`src/rtl/simd_sign_fixup.sv`:
```
// Signed-result fixup after an unsigned SIMD engine; tag FIFO records {sew, neg} at issue, one-cycle registered output.
// Stalls results while no tag is queued or the output is held; optional SIMD_SIGN_FIXUP_OVF_EN adds out_ovf_o.
module simd_sign_fixup #(
  parameter int MIN_WIDTH = 8,
  parameter int MAX_WIDTH = 64,
  parameter int RATIO     = MAX_WIDTH / MIN_WIDTH,
  parameter int SEW_WIDTH = $clog2(RATIO) + 1,
  parameter int TAG_DEPTH = 4
) (
  input  logic                         clk,
  input  logic                         rst,
  input  logic                         iss_valid_i,
  output logic                         iss_ready_o,
  input  logic [SEW_WIDTH-1:0]         iss_sew_i,
  input  logic [RATIO-1:0]             iss_neg_i,
  input  logic                         res_valid_i,
  output logic                         res_ready_o,
  input  logic [MAX_WIDTH-1:0]         res_data_i,
  output logic                         out_valid_o,
  input  logic                         out_ready_i,
  output logic [MAX_WIDTH-1:0]         out_data_o,
  output logic [SEW_WIDTH-1:0]         out_sew_o,
  output logic [$clog2(TAG_DEPTH):0]   tag_count_o
`ifdef SIMD_SIGN_FIXUP_OVF_EN
  ,
  output logic [RATIO-1:0]             out_ovf_o
`endif
);

  localparam int CW   = $clog2(RATIO);
  localparam int PW   = $clog2(TAG_DEPTH);
  localparam int CNTW = PW + 1;

  typedef struct packed {
    logic [SEW_WIDTH-1:0] sew;
    logic [RATIO-1:0]     neg;
  } tag_t;

  tag_t                 tag_mem_q [TAG_DEPTH];
  tag_t                 head;
  logic [PW-1:0]        wr_ptr_q, rd_ptr_q;
  logic [CNTW-1:0]      cnt_q, cnt_d;
  logic                 empty, full, push, pop;

  logic                 out_valid_q;
  logic [MAX_WIDTH-1:0] out_data_q;
  logic [SEW_WIDTH-1:0] out_sew_q;

  logic [CW-1:0]        elem_mask;
  logic [RATIO-1:0]     inv;
  logic                 carry, cin;
  logic [MIN_WIDTH-1:0] sum;
  logic [MAX_WIDTH-1:0] fixed;

  assign empty = (cnt_q == '0);
  assign full  = (cnt_q == CNTW'(TAG_DEPTH));
  assign head  = tag_mem_q[rd_ptr_q];

  assign res_ready_o = !rst && !empty && (!out_valid_q || out_ready_i);
  assign pop         = res_valid_i && res_ready_o;
  assign iss_ready_o = !rst && (!full || pop);
  assign push        = iss_valid_i && iss_ready_o;

  always_comb begin
    cnt_d = cnt_q;
    case ({push, pop})
      2'b10:   cnt_d = cnt_q + CNTW'(1);
      2'b01:   cnt_d = cnt_q - CNTW'(1);
      default: cnt_d = cnt_q;
    endcase
  end

  always_ff @(posedge clk) begin
    if (push) tag_mem_q[wr_ptr_q] <= {iss_sew_i, iss_neg_i};
  end

  always_ff @(posedge clk) begin
    if (rst) begin
      wr_ptr_q <= '0;
      rd_ptr_q <= '0;
      cnt_q    <= '0;
    end else begin
      if (push) wr_ptr_q <= wr_ptr_q + PW'(1);
      if (pop)  rd_ptr_q <= rd_ptr_q + PW'(1);
      cnt_q <= cnt_d;
    end
  end

  // elem_mask has ones over the chunk-index bits that stay inside one element,
  // so k|mask is the element's top chunk and k&mask==0 marks its lowest chunk.
  always_comb begin
    elem_mask = '0;
    for (int i = 0; i < SEW_WIDTH; i++) begin
      if (head.sew[i]) elem_mask = elem_mask | CW'((RATIO >> i) - 1);
    end
    inv   = '0;
    fixed = '0;
    carry = 1'b0;
    cin   = 1'b0;
    sum   = '0;
    for (int k = 0; k < RATIO; k++) begin
      inv[k] = head.neg[CW'(k) | elem_mask];
      cin    = ((CW'(k) & elem_mask) == '0) ? inv[k] : carry;
      {carry, sum} = {1'b0, res_data_i[k*MIN_WIDTH +: MIN_WIDTH] ^ {MIN_WIDTH{inv[k]}}}
                   + {{MIN_WIDTH{1'b0}}, cin};
      fixed[k*MIN_WIDTH +: MIN_WIDTH] = sum;
    end
  end

`ifdef SIMD_SIGN_FIXUP_OVF_EN
  logic [RATIO-1:0] ovf, out_ovf_q;
  logic             low_nz;

  // Magnitude top bit set overflows unless negating exactly 2^(w-1).
  always_comb begin
    ovf    = '0;
    low_nz = 1'b0;
    for (int k = 0; k < RATIO; k++) begin
      if ((CW'(k) | elem_mask) == CW'(k)) begin
        low_nz = |res_data_i[k*MIN_WIDTH +: MIN_WIDTH-1];
        for (int j = 0; j < RATIO; j++) begin
          if (j != k && (CW'(j) | elem_mask) == CW'(k))
            low_nz = low_nz | (|res_data_i[j*MIN_WIDTH +: MIN_WIDTH]);
        end
        ovf[k] = res_data_i[k*MIN_WIDTH + MIN_WIDTH-1] & (~head.neg[k] | low_nz);
      end
    end
  end

  always_ff @(posedge clk) begin
    if (rst)      out_ovf_q <= '0;
    else if (pop) out_ovf_q <= ovf;
  end

  assign out_ovf_o = out_ovf_q;
`endif

  always_ff @(posedge clk) begin
    if (rst) begin
      out_valid_q <= 1'b0;
      out_data_q  <= '0;
      out_sew_q   <= '0;
    end else if (pop) begin
      out_valid_q <= 1'b1;
      out_data_q  <= fixed;
      out_sew_q   <= head.sew;
    end else if (out_ready_i) begin
      out_valid_q <= 1'b0;
    end
  end

  assign out_valid_o = out_valid_q;
  assign out_data_o  = out_data_q;
  assign out_sew_o   = out_sew_q;
  assign tag_count_o = cnt_q;

endmodule

```
`config.mk`:
```
export PLATFORM = sky130hd
export DESIGN_NAME = simd_sign_fixup
export DESIGN_NICKNAME = d
export VERILOG_FILES = /design/src/rtl/simd_sign_fixup.sv
export SDC_FILE = /design/constraint.sdc
export NUM_CORES = 1
export LEC_CHECK = 0
export CAP_MARGIN = 5
export CORE_MARGIN = 2
export CORE_UTILIZATION = 25
export DETAILED_ROUTE_END_ITERATION = 16
export GPL_TIMING_DRIVEN = 1
export PLACE_DENSITY = 0.49
export SETUP_SLACK_MARGIN = 0.5
export SLEW_MARGIN = 20
export SYNTH_ARGS = -nofsm -noshare
export SYNTH_HDL_FRONTEND = slang
export SYNTH_SLANG_ARGS = --single-unit
```
`constraint.sdc`:
```
create_clock -name clk -period 9.3 [get_ports clk]
set_input_delay 0.93 -clock clk [delete_from_list [all_inputs] [get_ports clk]]
set_output_delay 0.93 -clock clk [all_outputs]
set_load 0.005 [all_outputs]
```
==> results.json, run 1 <==
{
  "ys.flop_type": "dfxtp_1",
  "wl_um": 21700,
  "finalHoldViolations": 0,
  "detail-route-antenna-nets": 0,
  "insertion_delay_ps": 420,
  "start_util": 0.255,
  "layout_common_cells": "153 x clkdlybuf4s50_1, 91 x nand2_1, 77 x dfxtp_1",
  "antenna-diode-count": 0,
  "hold_start": "out_sew_o[3]",
  "async_reset_ff_frac": 0,
  "status": "finished clean",
  "start_kind": "flip-flop",
  "cts_inserted_buffers": 17,
  "clock-sinks": 126,
  "placed_area_mm2": 0.00913,
  "gr-total-overflow": 0,
  "dp_hpwl_um": 15900,
  "finClkSkew_ps": 9.45,
  "clockBufferDepth": 2,
  "cp_slowest_stage_delay_ps": 550,
  "fin_crit_sh": 0.874,
  "fin_area_mm2": 0.00991,
  "netlist_area_mm2": 0.00714,
  "die_w_um": 173,
  "timing.fmax_ghz": 0.123,
  "ys_types": 74,
  "via_per_inst": 4.69,
  "grt_first_pass_wirelength_um": 33500,
  "die_area_mm2": 0.0299,
  "gr-usage-all-layers": 0.142,
  "syn_inst": 740,
  "critical_path_class": "flip-flop to flip-flop",
  "grt_antenna_before_repair": 0,
  "cts_hold_buf": 0,
  "cts_htree_levels": 4,
  "finalSetupViolations": 0,
  "crit_required_ps": 9630,
  "drc": 0,
  "finalSetupTns_ps": 0,
  "crit_path_max_fanout": 5,
  "syn_avg_cell_area_um2": 9.64,
  "rsz0062_at_grt": "false",
  "ir_worst_vdd_uv": 102,
  "grt_max_degree": 82,
  "syn2layout_area_growth_pct": 38.9,
  "worstPathArrival_ps": 8460,
  "p_per_area_mw_per_mm2": 167,
  "cp-end-kind": "flip-flop",
  "drive_gt1_frac": 0.130,
  "fin_nets": 1015,
  "p_leak_nw": 3.36,
  "vias": 6113,
  "slowest_stage": "mux4_2",
  "synth_edf_count": 48,
  "yosysSeqAreaShare": 0.421,
  "yosysWarnings": 0,
  "placementRows": 61,
  "wire_per_inst_um": 16.7,
  "hold_ws_ps": 455,
  "stdcell_count": 1303,
  "dp.cells": 1258,
  "core_area_mm2": 0.0279,
  "final_common_cell": "clkdlybuf4s50_1",
  "ys_ff_latch": 126,
  "drt_iter0_drc": 422,
  "numPortBuffers": 154,
  "min_period_ps": 8130,
  "gp_congestion": 0.802,
  "cts_tree": "yes",
  "die_y_um": 173,
  "path_clk_slew_ps": 60,
  "pin_count": 155,
  "first_pass_iters": 4,
  "grt_pass1_vias": 5988,
  "syn-num-nets": 843,
  "worst_path_most_repeated_cell": "ha_2",
  "tightest_slew_ps": 895,
  "clock_tree.root_cell": "clkbuf_16",
  "slew_headroom": 0.403,
  "hp-class": "flip-flop to flip-flop",
  "num-fill-cells": 2928,
  "report.final.slew_viol_count": 0,
  "maxCapViolCount": 0
}
[final timing paths]
path	slack (ps)	cells after the start	endpoint
hold reg to reg	460	2	out_sew_o[3]
setup / recovery	1170	51	out_data_o[62]
hold / removal	460	2	out_sew_o[3]
setup reg to reg	1170	51	out_data_o[62]
[registers in the layout (all words and copies together) (netlist names), named ones only]
signal and count:
wr_ptr_q 2, out_sew_o 4, tag_count_o 3, out_data_o 64, out_valid_o 1, tag_mem_q 48, rd_ptr_q 2
[layer usage]
layer	vias to the layer above	part of all wire	GRT usage
li1	3044	-	-
met1	2904	0.49	0.196
met2	144	0.46	0.223
met3	21	0.040	0.0323
met4	0	0.016	0.0410
met5	-	0	0
[cells by family (layout without fill, tap and decap cells)]
kind of cell	Yosys count	in the layout	share of synthesized area
compound gates	178	178	0.161
simple gates	246	246	0.170
xor+xnor	74	74	0.0908
mux	30	30	0.0703
buf+inv	64	249	0.0475
fa+ha+maj	22	22	0.0396
flops	126	126	0.421
[synth_stat cells, types with 3 or more instances]
cell type | count | area, µm²
nor2_1 | 44 | 165
o21ai_1 | 3 | 15.0
nand2b_1 | 11 | 68.8
inv_1 | 20 | 75.1
buf_4 | 6 | 45.0
mux4_1 | 10 | 263
o211ai_1 | 4 | 30.0
ha_1 | 21 | 263
o22ai_1 | 8 | 50.1
dfxtp_1 | 78 | 1560
a21oi_1 | 62 | 310
o21ai_0 | 42 | 210
nand4_1 | 8 | 50.1
buf_6 | 8 | 90.1
edfxtp_1 | 48 | 1440
nor2b_1 | 5 | 31.3
nor4_1 | 6 | 37.5
a221oi_1 | 4 | 35.0
or3_1 | 9 | 56.3
and3_1 | 8 | 50.1
xor2_1 | 33 | 289
nand2_1 | 92 | 345
clkbuf_1 | 22 | 82.6
mux2i_1 | 16 | 160
a31oi_1 | 7 | 43.8
nand3_1 | 16 | 80.1
and4_1 | 4 | 35.0
buf_2 | 4 | 20.0
xnor2_1 | 41 | 359
and2_1 | 7 | 43.8
a41oi_1 | 3 | 26.3
a211oi_1 | 10 | 75.1
a311oi_1 | 4 | 35.0
a311o_1 | 3 | 30.0
or4_1 | 5 | 37.5
nor3_1 | 14 | 70.1
o2111ai_1 | 3 | 26.3
a22oi_1 | 6 | 45.0
nor3b_1 | 5 | 37.5
[worst max-delay path: cells and delay by family, from the launching register on]
kind | cells | cell delay (ps)
buffers and inverters | 3 | 470
XOR/XNOR | 2 | 230
adder cells (fa/ha/maj) | 15 | 2800
flip-flops | 1 | 360
multiplexers | 5 | 1260
AO/OA/AOI/OAI | 14 | 1780
AND/OR/NAND/NOR | 12 | 1110
[power by group]
| group | internal, mW | leakage, nW | switching (mW) |
|---|---|---|---|
| clock network | 0.362 | 0.243 | 0.248 |
| logic | 0.206 | 2.05 | 0.211 |
| registers | 0.607 | 1.07 | 0.0190 |
| total | 1.17 | 3.36 | 0.479 |
[cell type report]
cell class                 count  area, µm²  area share
clock buffer                  19        433      0.0437
clock inverter                13        100      0.0101
inverter                      21       78.8     0.00795
multi-input combinational    550       3970       0.400
sequential                   126       3010       0.303
tap                          378        473      0.0477
timing repair buffer         196       1850       0.187
[what timing repair did]
action / CTS / global route
gates cloned: 0 / 0
buffers inserted: 6 / 7
pin swaps: 5 / 10
setup endpoints to repair: 5 / 7
resized for setup: 9 / 28
[stage by stage]
stage	worst slack [ps]	total power, mW	utilization
2_1_floorplan	508	0.868	-
3_3_place_gp	287	1.04	0.327
3_5_place_dp	1.39	1.04	0.327
4_1_cts	534	1.66	0.348
5_1_grt	431	1.74	0.355
6_report	1170	1.65	0.355
(Power assumes the default switching activity.)
==> inputs of run 2 (changes only) <==
ABC_AREA = 1   (was not set)
SETUP_SLACK_MARGIN = 0.02   (was 0.5)
==> run 2 against run 1 <==
Effect of this change:
- global-route usage about the same
- total power increased by 5.0%
- die area up 3.6%
- synthesized cell count grew 24%
- via count increased by 4.9%
- sequential power down 1%
- clock skew rose by 2.2 ps
- utilization decreased by 0.086 points
- critical endpoint unchanged
- largest cell class unchanged
==> results.json, run 2 <==
{
  "grt_pass1_vias": 6065,
  "clockBufferDepth": 2,
  "final_common_cell": "nand2_1",
  "placed_area_mm2": 0.00934,
  "finalSetupViolations": 0,
  "synth.area.mux_share": 0,
  "r2r-end": "out_data_o[62]",
  "synth-adder-area-share": 0.0382,
  "via_per_inst": 4.33,
  "numPortBuffers": 154,
  "holdPathStages": 2,
  "cp-end-kind": "flip-flop",
  "ys_types": 47,
  "start_kind": "flip-flop",
  "status": "finished clean",
  "syn2layout_area_growth_pct": 38.4,
  "placementRows": 62,
  "wl_um": 22000,
  "start_util": 0.256,
  "ys.flop_type": "dfxtp_1",
  "grt_antenna_before_repair": 1,
  "ys_ff_latch": 126,
  "cts_hold_buf": 0,
  "largest_reg_flops": 64,
  "synth-simple-area-share": 0.274,
  "synth.top_cell.area_share": 0.211,
  "drive_gt1_frac": 0.155,
  "crit_path_max_fanout": 9,
  "clock_tree.root_cell": "clkbuf_16",
  "ir_worst_vdd_uv": 91.6,
  "syn_inst": 916,
  "gp_congestion": 0.792,
  "holdPathEnd": "out_data_o[48]",
  "hold_start": "out_data_o[48]",
  "finClkSkew_ps": 11.6,
  "layout.area.seq_mm2": 0.00301,
  "die_y_um": 176,
  "yosysMostFrequentCell": "nand2_1",
  "slowest_stage": "dfxtp_4",
  "crit_required_ps": 9620,
  "timing.fmax_ghz": 0.115,
  "hp-class": "flip-flop to flip-flop",
  "finalSetupTns_ps": 0,
  "core_area_mm2": 0.0289,
  "dp_hpwl_um": 16000,
  "synth_top_family_by_area": "simple AND/OR/NAND/NOR gates",
  "rrSetupSlack_ps": 620,
  "fin_crit_sh": 0.933,
  "gr-total-overflow": 0,
  "yosysTopAreaCell": "dfxtp_1",
  "rsz0062_at_grt": "true",
  "p_per_area_mw_per_mm2": 169,
  "cp_slowest_stage_delay_ps": 380,
  "drc": 0,
  "detail-route-antenna-nets": 0,
  "syn_avg_cell_area_um2": 8.08,
  "num-fill-cells": 3023,
  "wire_per_inst_um": 14.8,
  "ff2ff_path_depth": 62,
  "ys_top_cells_by_area": "dfxtp_1 21%, edfxtp_1 19%, nand2_1 12%",
  "synthXorXnorAreaFrac": 0.0808,
  "report.final.slew_viol_count": 0,
  "synth_common_cells": "228 x nand2_1, 109 x inv_1, 78 x dfxtp_1",
  "insertion_delay_ps": 420,
  "syn-num-nets": 1019,
  "hold_ws_ps": 465,
  "critical_path_class": "flip-flop to flip-flop",
  "slew_headroom": 0.331,
  "netlist_area_mm2": 0.00740,
  "p_total_mw": 1.73,
  "fin_area_mm2": 0.0102,
  "path_clk_slew_ps": 60,
  "worstPathArrival_ps": 8990,
  "finalHoldViolations": 0,
  "cts_inserted_buffers": 17,
  "worst_path_most_repeated_cell": "ha_2",
  "synth_compound_area_frac": 0.112,
  "die_area_mm2": 0.0310,
  "drt_iter0_drc": 447,
  "synth_edf_count": 48,
  "cts_htree_levels": 4,
  "yosysWarnings": 0,
  "cts_tree": "yes",
  "tightest_slew_ps": 1000,
  "pin_count": 155,
  "min_period_ps": 8680,
  "grt_max_degree": 59,
  "p_leak_nw": 4.27,
  "multi_input_area_mm2": 0.00392,
  "vias": 6411,
  "clock-sinks": 126,
  "yosysSeqAreaShare": 0.406,
  "first_pass_iters": 6,
  "gr-usage-all-layers": 0.142,
  "async_reset_ff_frac": 0,
  "die_w_um": 176,
  "fin_nets": 1187,
  "grt_first_pass_wirelength_um": 33600,
  "maxCapViolCount": 0,
  "layout_common_cells": "226 x nand2_1, 154 x clkdlybuf4s50_1, 106 x inv_1"
}
==> run 2: layout make-up <==
cell class	instances	share of cell area
Multi-Input combinational cell	634	0.383
Clock buffer	18	0.0419
Inverter	122	0.0458
Tap cell	384	0.0469
Antenna cell	1	0.000244
Timing Repair Buffer	183	0.173
Clock inverter	14	0.0164
Sequential cell	126	0.294
==> run 2: metal layers <==
metal / vias up / wire (µm) / global-route usage
met1: 2959 / 10500 / 0.189
met2: 123 / 10300 / 0.231
met5: - / 0 / 0
li1: 3313 / - / -
met3: 16 / 850 / 0.0310
met4: 0 / 340 / 0.0424
==> run 2: where the power goes <==
group | total, mW | leakage [nW] | internal, mW | switching (mW)
clock network | 0.683 | 0.280 | 0.421 | 0.262
registers | 0.618 | 1.07 | 0.602 | 0.0161
logic | 0.434 | 2.92 | 0.187 | 0.247
==> run 2: cell families (layout without fill, tap and decap cells) <==
| family | after synthesis | after routing |
|---|---|---|
| buffers and inverters | 156 | 337 |
| other | 0 | 1 |
| adders and majority gates | 22 | 22 |
| xor gates and xnor gates | 55 | 55 |
| DFF | 126 | 126 |
| and+or+nand+nor | 420 | 420 |
| AOI/OAI and AO/OA | 137 | 137 |
==> run 2: worst max path at each step <==
| stage | from | end | slack (ps) | cells past startpoint |
|---|---|---|---|---|
| after floorplan | flip-flop | out_data_o[62] | 1380 | 63 |
| after global placement | res_data_i[1] | out_data_o[62] | 280 | 54 |
| after detailed placement | flip-flop | out_data_o[62] | -20 | 61 |
| after CTS | flip-flop | out_data_o[62] | 80 | 61 |
| after global routing | flip-flop | out_data_o[62] | -80 | 62 |
| final | flip-flop | out_data_o[62] | 620 | 62 |
==> run 2: stage by stage <==
stage,utilization,cells,worst slack (ps)
after floorplan,-,916,1380
after global placement,0.323,1435,282
after detailed placement,0.323,1435,-18.0
after CTS,0.344,1467,80.9
after global routing,0.354,1482,-77.5
final,0.354,1482,620
==> run 2: repair_timing <==
action                                  4_1_cts  5_1_grt
setup buffers                                 0       14
endpoints found under the setup margin        2        9
pin swaps                                     0       17
gates resized for setup                       4       42
==> run 2: critical path, delay by kind of cell, from the launching register on <==
kind / cells / cell delay [ps]
flops: 1 / 380
simple gates: 34 / 3630
fa+ha+maj: 16 / 3140
xor+xnor: 1 / 80
buf+inv: 4 / 330
compound gates: 7 / 1020
